**config.mk**
```make
export PLATFORM = sky130hd
export DESIGN_NAME = popcount_ternary_acc
export DESIGN_NICKNAME = d
export VERILOG_FILES = /design/src/rtl/popcount_ternary_acc.sv
export SDC_FILE = /design/constraint.sdc
export NUM_CORES = 1
export LEC_CHECK = 0
export BUFFER_PORTS_ARGS = -buffer_cell sky130_fd_sc_hd__buf_2
export CORE_ASPECT_RATIO = 1.25
export CORE_MARGIN = 2
export CORE_UTILIZATION = 35
export CTS_CLUSTER_SIZE = 8
export DETAILED_ROUTE_END_ITERATION = 6
export PLACE_DENSITY_LB_ADDON = 0.2
export SLEW_MARGIN = 20
export SYNTH_ARGS = -nofsm -noshare
export SYNTH_HDL_FRONTEND = slang
export SYNTH_SLANG_ARGS = --single-unit
```
**constraint.sdc**
```tcl
create_clock -name clk -period 13.8 [get_ports clk]
set_clock_uncertainty 0.2 [all_clocks]
set_input_delay 2.07 -clock clk [delete_from_list [all_inputs] [get_ports clk]]
set_output_delay 2.07 -clock clk [all_outputs]
set_load 0.005 [all_outputs]
```
**src/rtl/popcount_ternary_acc.sv**
```systemverilog
// Sequential ternary neuron: accumulates popcount(pos) - popcount(neg) over BEATS
// beats (optionally LSB-truncated per beat) and thresholds the sum to {-1,0,+1}.
module popcount_ternary_acc #(
  parameter int WIDTH      = 27,
  parameter int BEATS      = 4,
  parameter int APPROX_LSB = 2,
  parameter int THR_HI     = 8,
  parameter int THR_LO     = -8,
  localparam int SUM_W     = $clog2(WIDTH*BEATS+1)+1
) (
  input  logic                    clk,
  input  logic                    rst,
  input  logic                    in_valid,
  output logic                    in_ready,
  input  logic [WIDTH-1:0]        in_pos,
  input  logic [WIDTH-1:0]        in_neg,
  input  logic                    approx_en,
  output logic                    out_valid,
  input  logic                    out_ready,
  output logic signed [SUM_W-1:0] out_sum,
  output logic [1:0]              out_act
);

  localparam int CNT_W  = $clog2(WIDTH+1);
  localparam int BEAT_W = (BEATS > 1) ? $clog2(BEATS) : 1;
  localparam logic [BEAT_W-1:0]       LAST_BEAT = BEAT_W'(BEATS-1);
  localparam logic signed [SUM_W-1:0] THR_HI_S  = SUM_W'(THR_HI);
  localparam logic signed [SUM_W-1:0] THR_LO_S  = SUM_W'(THR_LO);

  typedef enum logic [1:0] {S_ACC, S_DRAIN, S_OUT} state_t;

  function automatic logic [CNT_W-1:0] popcount(input logic [WIDTH-1:0] v);
    logic [CNT_W-1:0] c;
    c = '0;
    for (int i = 0; i < WIDTH; i++) c = c + CNT_W'(v[i]);
    return c;
  endfunction

  function automatic logic [CNT_W-1:0] trunc_lsb(input logic [CNT_W-1:0] c, input logic en);
    logic [CNT_W-1:0] mask;
    mask = '1;
    mask = mask << APPROX_LSB;
    return en ? (c & mask) : c;
  endfunction

  function automatic logic [1:0] ternary(input logic signed [SUM_W-1:0] s);
    if (s >= THR_HI_S) return 2'b01;
    if (s <= THR_LO_S) return 2'b11;
    return 2'b00;
  endfunction

  state_t                    state_q, state_d;
  logic [BEAT_W-1:0]         beat_cnt;
  logic                      mode_q;
  logic                      accept;
  logic                      last_beat;
  logic                      use_approx;
  logic [CNT_W-1:0]          pc_pos_p0, pc_neg_p0;
  logic signed [SUM_W-1:0]   d_p0;
  logic signed [SUM_W-1:0]   d_p1;
  logic                      vld_p1;
  logic signed [SUM_W-1:0]   acc_p2;
  logic signed [SUM_W-1:0]   acc_sum;
  logic [1:0]                act_p2;

  assign accept    = in_valid && in_ready;
  assign last_beat = (beat_cnt == LAST_BEAT);

  always_ff @(posedge clk) begin
    if (rst) state_q <= S_ACC;
    else     state_q <= state_d;
  end

  always_comb begin
    state_d   = state_q;
    in_ready  = 1'b0;
    out_valid = 1'b0;
    case (state_q)
      S_ACC: begin
        in_ready = 1'b1;
        if (in_valid && last_beat) state_d = S_DRAIN;
      end
      S_DRAIN: state_d = S_OUT;
      S_OUT: begin
        out_valid = 1'b1;
        if (out_ready) state_d = S_ACC;
      end
      default: state_d = S_ACC;
    endcase
  end

  // Stage 0: exact popcounts, truncated when approximate mode applies to this beat
  assign use_approx = (beat_cnt == '0) ? approx_en : mode_q;
  assign pc_pos_p0  = trunc_lsb(popcount(in_pos), use_approx);
  assign pc_neg_p0  = trunc_lsb(popcount(in_neg), use_approx);
  assign d_p0       = $signed(SUM_W'(pc_pos_p0)) - $signed(SUM_W'(pc_neg_p0));

  // Stage 1: per-beat difference register
  always_ff @(posedge clk) begin
    if (accept) d_p1 <= d_p0;
  end

  // Stage 2: accumulator, fed by stage 1; the DRAIN cycle folds in the last beat
  assign acc_sum = acc_p2 + d_p1;

  always_ff @(posedge clk) begin
    if (rst) begin
      beat_cnt <= '0;
      mode_q   <= 1'b0;
      vld_p1   <= 1'b0;
      acc_p2   <= '0;
      act_p2   <= 2'b00;
    end else begin
      vld_p1 <= accept;
      if (accept) begin
        beat_cnt <= last_beat ? '0 : beat_cnt + 1'b1;
        if (beat_cnt == '0) mode_q <= approx_en;
      end
      if (vld_p1) acc_p2 <= acc_sum;
      else if (state_q == S_OUT && out_ready) acc_p2 <= '0;
      if (state_q == S_DRAIN) act_p2 <= ternary(acc_sum);
      else if (state_q == S_OUT && out_ready) act_p2 <= 2'b00;
    end
  end

  assign out_sum = acc_p2;
  assign out_act = act_p2;

endmodule

```
# Word level (Yosys, flattened, before mapping)

Index checks and enable logic that the tools add are counted.

Add/subtract/negate cells: 55
Reduce and logical (&&, ||, !) cells: 8
Muxes and demuxes: 24
Magnitude comparators: 2
Equal/unequal tests: 5

Operators with widths:

| operator                                                                             | count |
|---|---|
| 5-bit by 1-bit adder with 5-bit output                                               | 44 |
| 2-bit 2-to-1 mux                                                                     | 11 |
| 8-bit 2-to-1 mux                                                                     | 2 |
| 4-bit by 1-bit adder with 5-bit output                                               | 2 |
| 1-bit 2-to-1 mux                                                                     | 10 |
| 3-bit by 1-bit adder with 4-bit output                                               | 2 |
| 8-bit adder                                                                          | 1 |
| 8-bit by 5-bit greater-or-equal comparator with 1-bit output (second input constant) | 1 |
| 8-bit by 4-bit less-or-equal comparator with 1-bit output (second input constant)    | 1 |
| 2-bit by 1-bit adder with 3-bit output                                               | 2 |
| 2-bit case mux with 3 select lines                                                   | 1 |
| 5-bit by 5-bit subtractor with 6-bit output                                          | 1 |
| 1-bit by 1-bit adder with 2-bit output                                               | 2 |
| 2-bit equality test (second input constant)                                          | 2 |
| 2-bit zero test                                                                      | 2 |
| 2-bit != test (second input constant)                                                | 2 |
| 2-bit nonzero test                                                                   | 2 |
| 1-bit logical AND                                                                    | 3 |
| 2-bit by 1-bit adder with 2-bit output (second input constant)                       | 1 |
| 2-bit by 1-bit equality test with 1-bit output (second input constant)               | 1 |
| 2-bit AND reduction                                                                  | 1 |

Bits of input ports: 59
Logic and storage cells: 101
Register bits: 24

# Logic depth before layout (Yosys ltp)

Depth in word-level cells: 28
Depth in mapped cells: 18

# Worst setup path before layout

OpenSTA, ideal clock, no wires.

Path kind: input to register
Start point: input port in_pos[17]
End point: register d_p1[4], data pin
Required time: 13.342 ns
Buffers on the path: 0
Slack: 6.497 ns
Arrival time: 6.846 ns
Cell stages on the path: 17
Path through: fa_1 > inv_1 > fa_1 > inv_1 > fa_1 > inv_1 > fa_1 > fa_1 > fa_1 > fa_1 > inv_1 > fa_1 > and2_1 > fa_1 > a21o_1 > a21oi_1 > xnor2_1

Longest elaborated chain between the ends: 12

Ends and longest elaborated chain:

| what                                                     | line | source |
|---|---|---|
| start: declaration                                       | 15   | `input logic [WIDTH-1:0] in_pos,` |
| 5-bit by 1-bit adder with 5-bit output (*) (10 in a row) | 35   | `for (int i = 0; i < WIDTH; i++) c = c + CNT_W'(v[i]);` |
| 2-bit 2-to-1 mux                                         | 43   | `return en ? (c & mask) : c;` |
| 5-bit by 5-bit subtractor with 6-bit output (*)          | 96   | `assign d_p0 = $signed(SUM_W'(pc_pos_p0)) - $signed(SUM_W'(pc_neg_p0));` |
| via d_p0[4]                                              | 59   | `logic signed [SUM_W-1:0] d_p0;` |
| end signal: assignment                                   | 100  | `if (accept) d_p1 <= d_p0;` |
| end: declaration                                         | 60   | `logic signed [SUM_W-1:0] d_p1;` |

The timed path passes the listed nets; every way through them passes the cells marked *.
A chain may end at the register's enable or synchronous reset.

# Final worst setup path

Start point: input port in_pos[17]
End point: register d_p1[6], data pin

The elaborated chain is that of the path after synthesis.

==> qor.yml <==
ys_seq_area_share_pct: 18.6
numPlacedInstances: 447
drtPass1Iterations: 4
grt_pass1_vias: 2123
dp_hpwl_um: 4170
ys_warn_count: 0
pin_count: 71
numPortBuffers: 70
ctsHoldBuffers: 0
diodes: 0
status: "finished clean"
crit_arrival_ns: 7.20
clockBufferDepth: 2
antenna_found_initial: 0
crit_type: "primary input to register"
route.detailed.wl_per_inst_um: 10.3
setup_tns_ns: 0
cts_buffers: 3
fillCellCount: 738
syn_to_final_growth_pct: 18.9
path_common_cell: "fa_1"
ys_ff_latch: 22
grt-busiest-layer: "met2"
seqCellArea_um2: 500
end_kind: "register"
via_per_inst: 4.55
use_met1_pct: 12.3
cts_resized: 0
htree_levels: 1
die_area_um2: 8410
cp_max_fo: 2
synthesis.area_um2: 2690
num-nets-final: 489
rows: 35
tightest_slew_ns: 0.717
insertion_delay_ns: 0.26
place.gp.congestion: 0.839
cp_slowest_stage_delay_ns: 0.52
path_clk_slew_ns: 0.08
cp_slowest_cell: "fa_1"
grt_usage_pct: 12.1
yosysUniqueCellTypes: 35
drt-initial-drc-count: 42
postCtsSetupBuffers: 0
drive_above_1_share_pct: 21.2
cts_tree: "yes"
design_area_um2: 3200
hp-class: "register to register"
crit_required_ns: 13.72
fin_cells: 451
cp-start-kind: "primary input"
timing.final.crit_share_pct: 52.7
root_buffer: "clkbuf_8"
rsz0062_at_grt: "false"
post-route-min-period_ns: 7.28
max_clock_freq_mhz: 137
maxSlewHeadroom_pct: 52.2
finalMaxSlewViolations: 0
die_h_um: 102
die_w_um: 82.4
grt_pass1_wl_um: 8090
clock_sinks: 22
antenna_left: 0
path_cells: "buf_2 -> fa_1 -> inv_1 -> fa_1 -> inv_1 -> fa_1 -> inv_1 -> fa_1 -> fa_1 -> fa_1 -> fa_1 -> inv_1 -> fa_1 -> and2_1 -> ha_1 -> a21o_1 -> a21o_1 -> a21o_1 -> a21oi_1"
drt-total-wl_um: 4620
setup_viol: 0
hold_violations: 0
core_region_area_um2: 7400
drv_cap: 0
postSynthAreaPerCell_um2: 9.34
multi_input_area_um2: 1850
syn-num-nets: 417
initial_core_util_pct: 36.4
synth_cells: 288
placed_area_um2: 3140
met2_usage_pct: 24.5
grt_max_degree: 19
vias: 2051
route.detailed.drc: 0
grt_overflow_total: 0
met3_usage_pct: 1.33
-- flip-flops by register name, summed over array words and instances, names as in the netlist --
name and cells:
out_sum 8, d_p1 6, beat_cnt 2, out_act 2, state_q 2, mode_q 1, vld_p1 1
-- worst max-delay path, delay by kind of cell --
family                   cells  cell delay, ns
AO/OA/AOI/OAI                4            0.67
adder cells (fa/ha/maj)      9            3.94
buffers and inverters        5            0.36
AND/OR/NAND/NOR              1            0.18
-- cells in the mapped netlist --
cell       instances  area share, %
inv_1             88             12
a22oi_1            7            2.0
o211ai_1           1           0.28
o21bai_1           1           0.28
xor2_1             7            2.3
o31ai_1            1           0.28
nand3_1            1           0.19
clkbuf_1           2           0.28
a21oi_1           18            3.3
o311ai_0           1           0.33
nor3_1             2           0.37
o21ai_2            1           0.33
dfxtp_1           16             12
xnor2_1            8            2.6
fa_1              40             30
o22ai_1            1           0.23
nor2_1            17            2.4
a31oi_1            1           0.23
o21ai_0            3           0.56
mux2i_1            3            1.1
a21o_1             8            2.2
xor3_1             1           0.88
or4b_1             1           0.37
o2111ai_1          1           0.33
a2111oi_0          1           0.33
nor2b_1            4           0.93
and2_1             2           0.46
nand2b_1           3           0.70
nand3b_1           1           0.28
clkbuf_2           1           0.19
nand2_1            8            1.1
edfxtp_1           6            6.7
a211oi_1           1           0.28
ha_1              30             14
nor2b_2            1           0.33
-- through the flow --
step / setup WS (ns) / utilization [%] / hold WS (ns)
4_1_cts: 6.49 / 43.2 / 0.259
2_1_floorplan: 6.50 / - / 0.253
5_1_grt: 6.29 / 43.2 / 0.297
3_5_place_dp: 6.21 / 42.5 / 0.248
3_3_place_gp: 6.27 / 42.5 / 0.244
6_report: 6.52 / 43.2 / 0.257
-- cell type report --
class | count | area share (%)
Sequential cell | 22 | 15.6
Multi-Input combinational cell | 175 | 57.8
Timing Repair Buffer | 70 | 11.0
Tap cell | 92 | 3.60
Clock buffer | 4 | 1.72
Inverter | 88 | 10.3
-- placed cells by master, fill, tap and decap left out, types with 6 or more instances in the layout --
cell,n
a22oi_1,7
xor2_1,7
inv_1,88
dfxtp_1,16
ha_1,30
fa_1,40
edfxtp_1,6
buf_2,70
nor2_1,17
a21oi_1,18
xnor2_1,8
nand2_1,8
a21o_1,8
-- logic make-up after synthesis --
group           count (synthesis)  synth area share (%)
flops                          22                  18.6
simple gates                   40                  7.11
compound gates                 46                  11.0
mux                             3                  1.12
buf+inv                        91                  12.7
fa+ha+maj                      70                  43.7
xor+xnor                       16                  5.76
-- final timing paths --
kind	startpoint	endpoint	slack, ns	cells after the start
max	in_pos[17]	d_p1[6]$_DFFE_PP_	6.52	19
min	out_act[1]$_SDFFE_PP0P_	out_act[1]$_SDFFE_PP0P_	0.26	2
max reg2reg	d_p1[0]$_DFFE_PP_	out_act[0]$_SDFFE_PP0P_	11.07	8
min reg2reg	out_act[1]$_SDFFE_PP0P_	out_act[1]$_SDFFE_PP0P_	0.26	2
-- layer usage --
metal | up-vias | wire length, um | part of all wire [%]
met1 | 976 | 1700 | 37
met2 | 41 | 2690 | 58
met4 | 0 | 44 | 0.95
met3 | 4 | 189 | 4.1
met5 | - | 0 | 0
li1 | 1030 | - | -
Power is not shown: default switching activity piles up to over one toggle a cycle in this logic, so the estimate is an artifact.
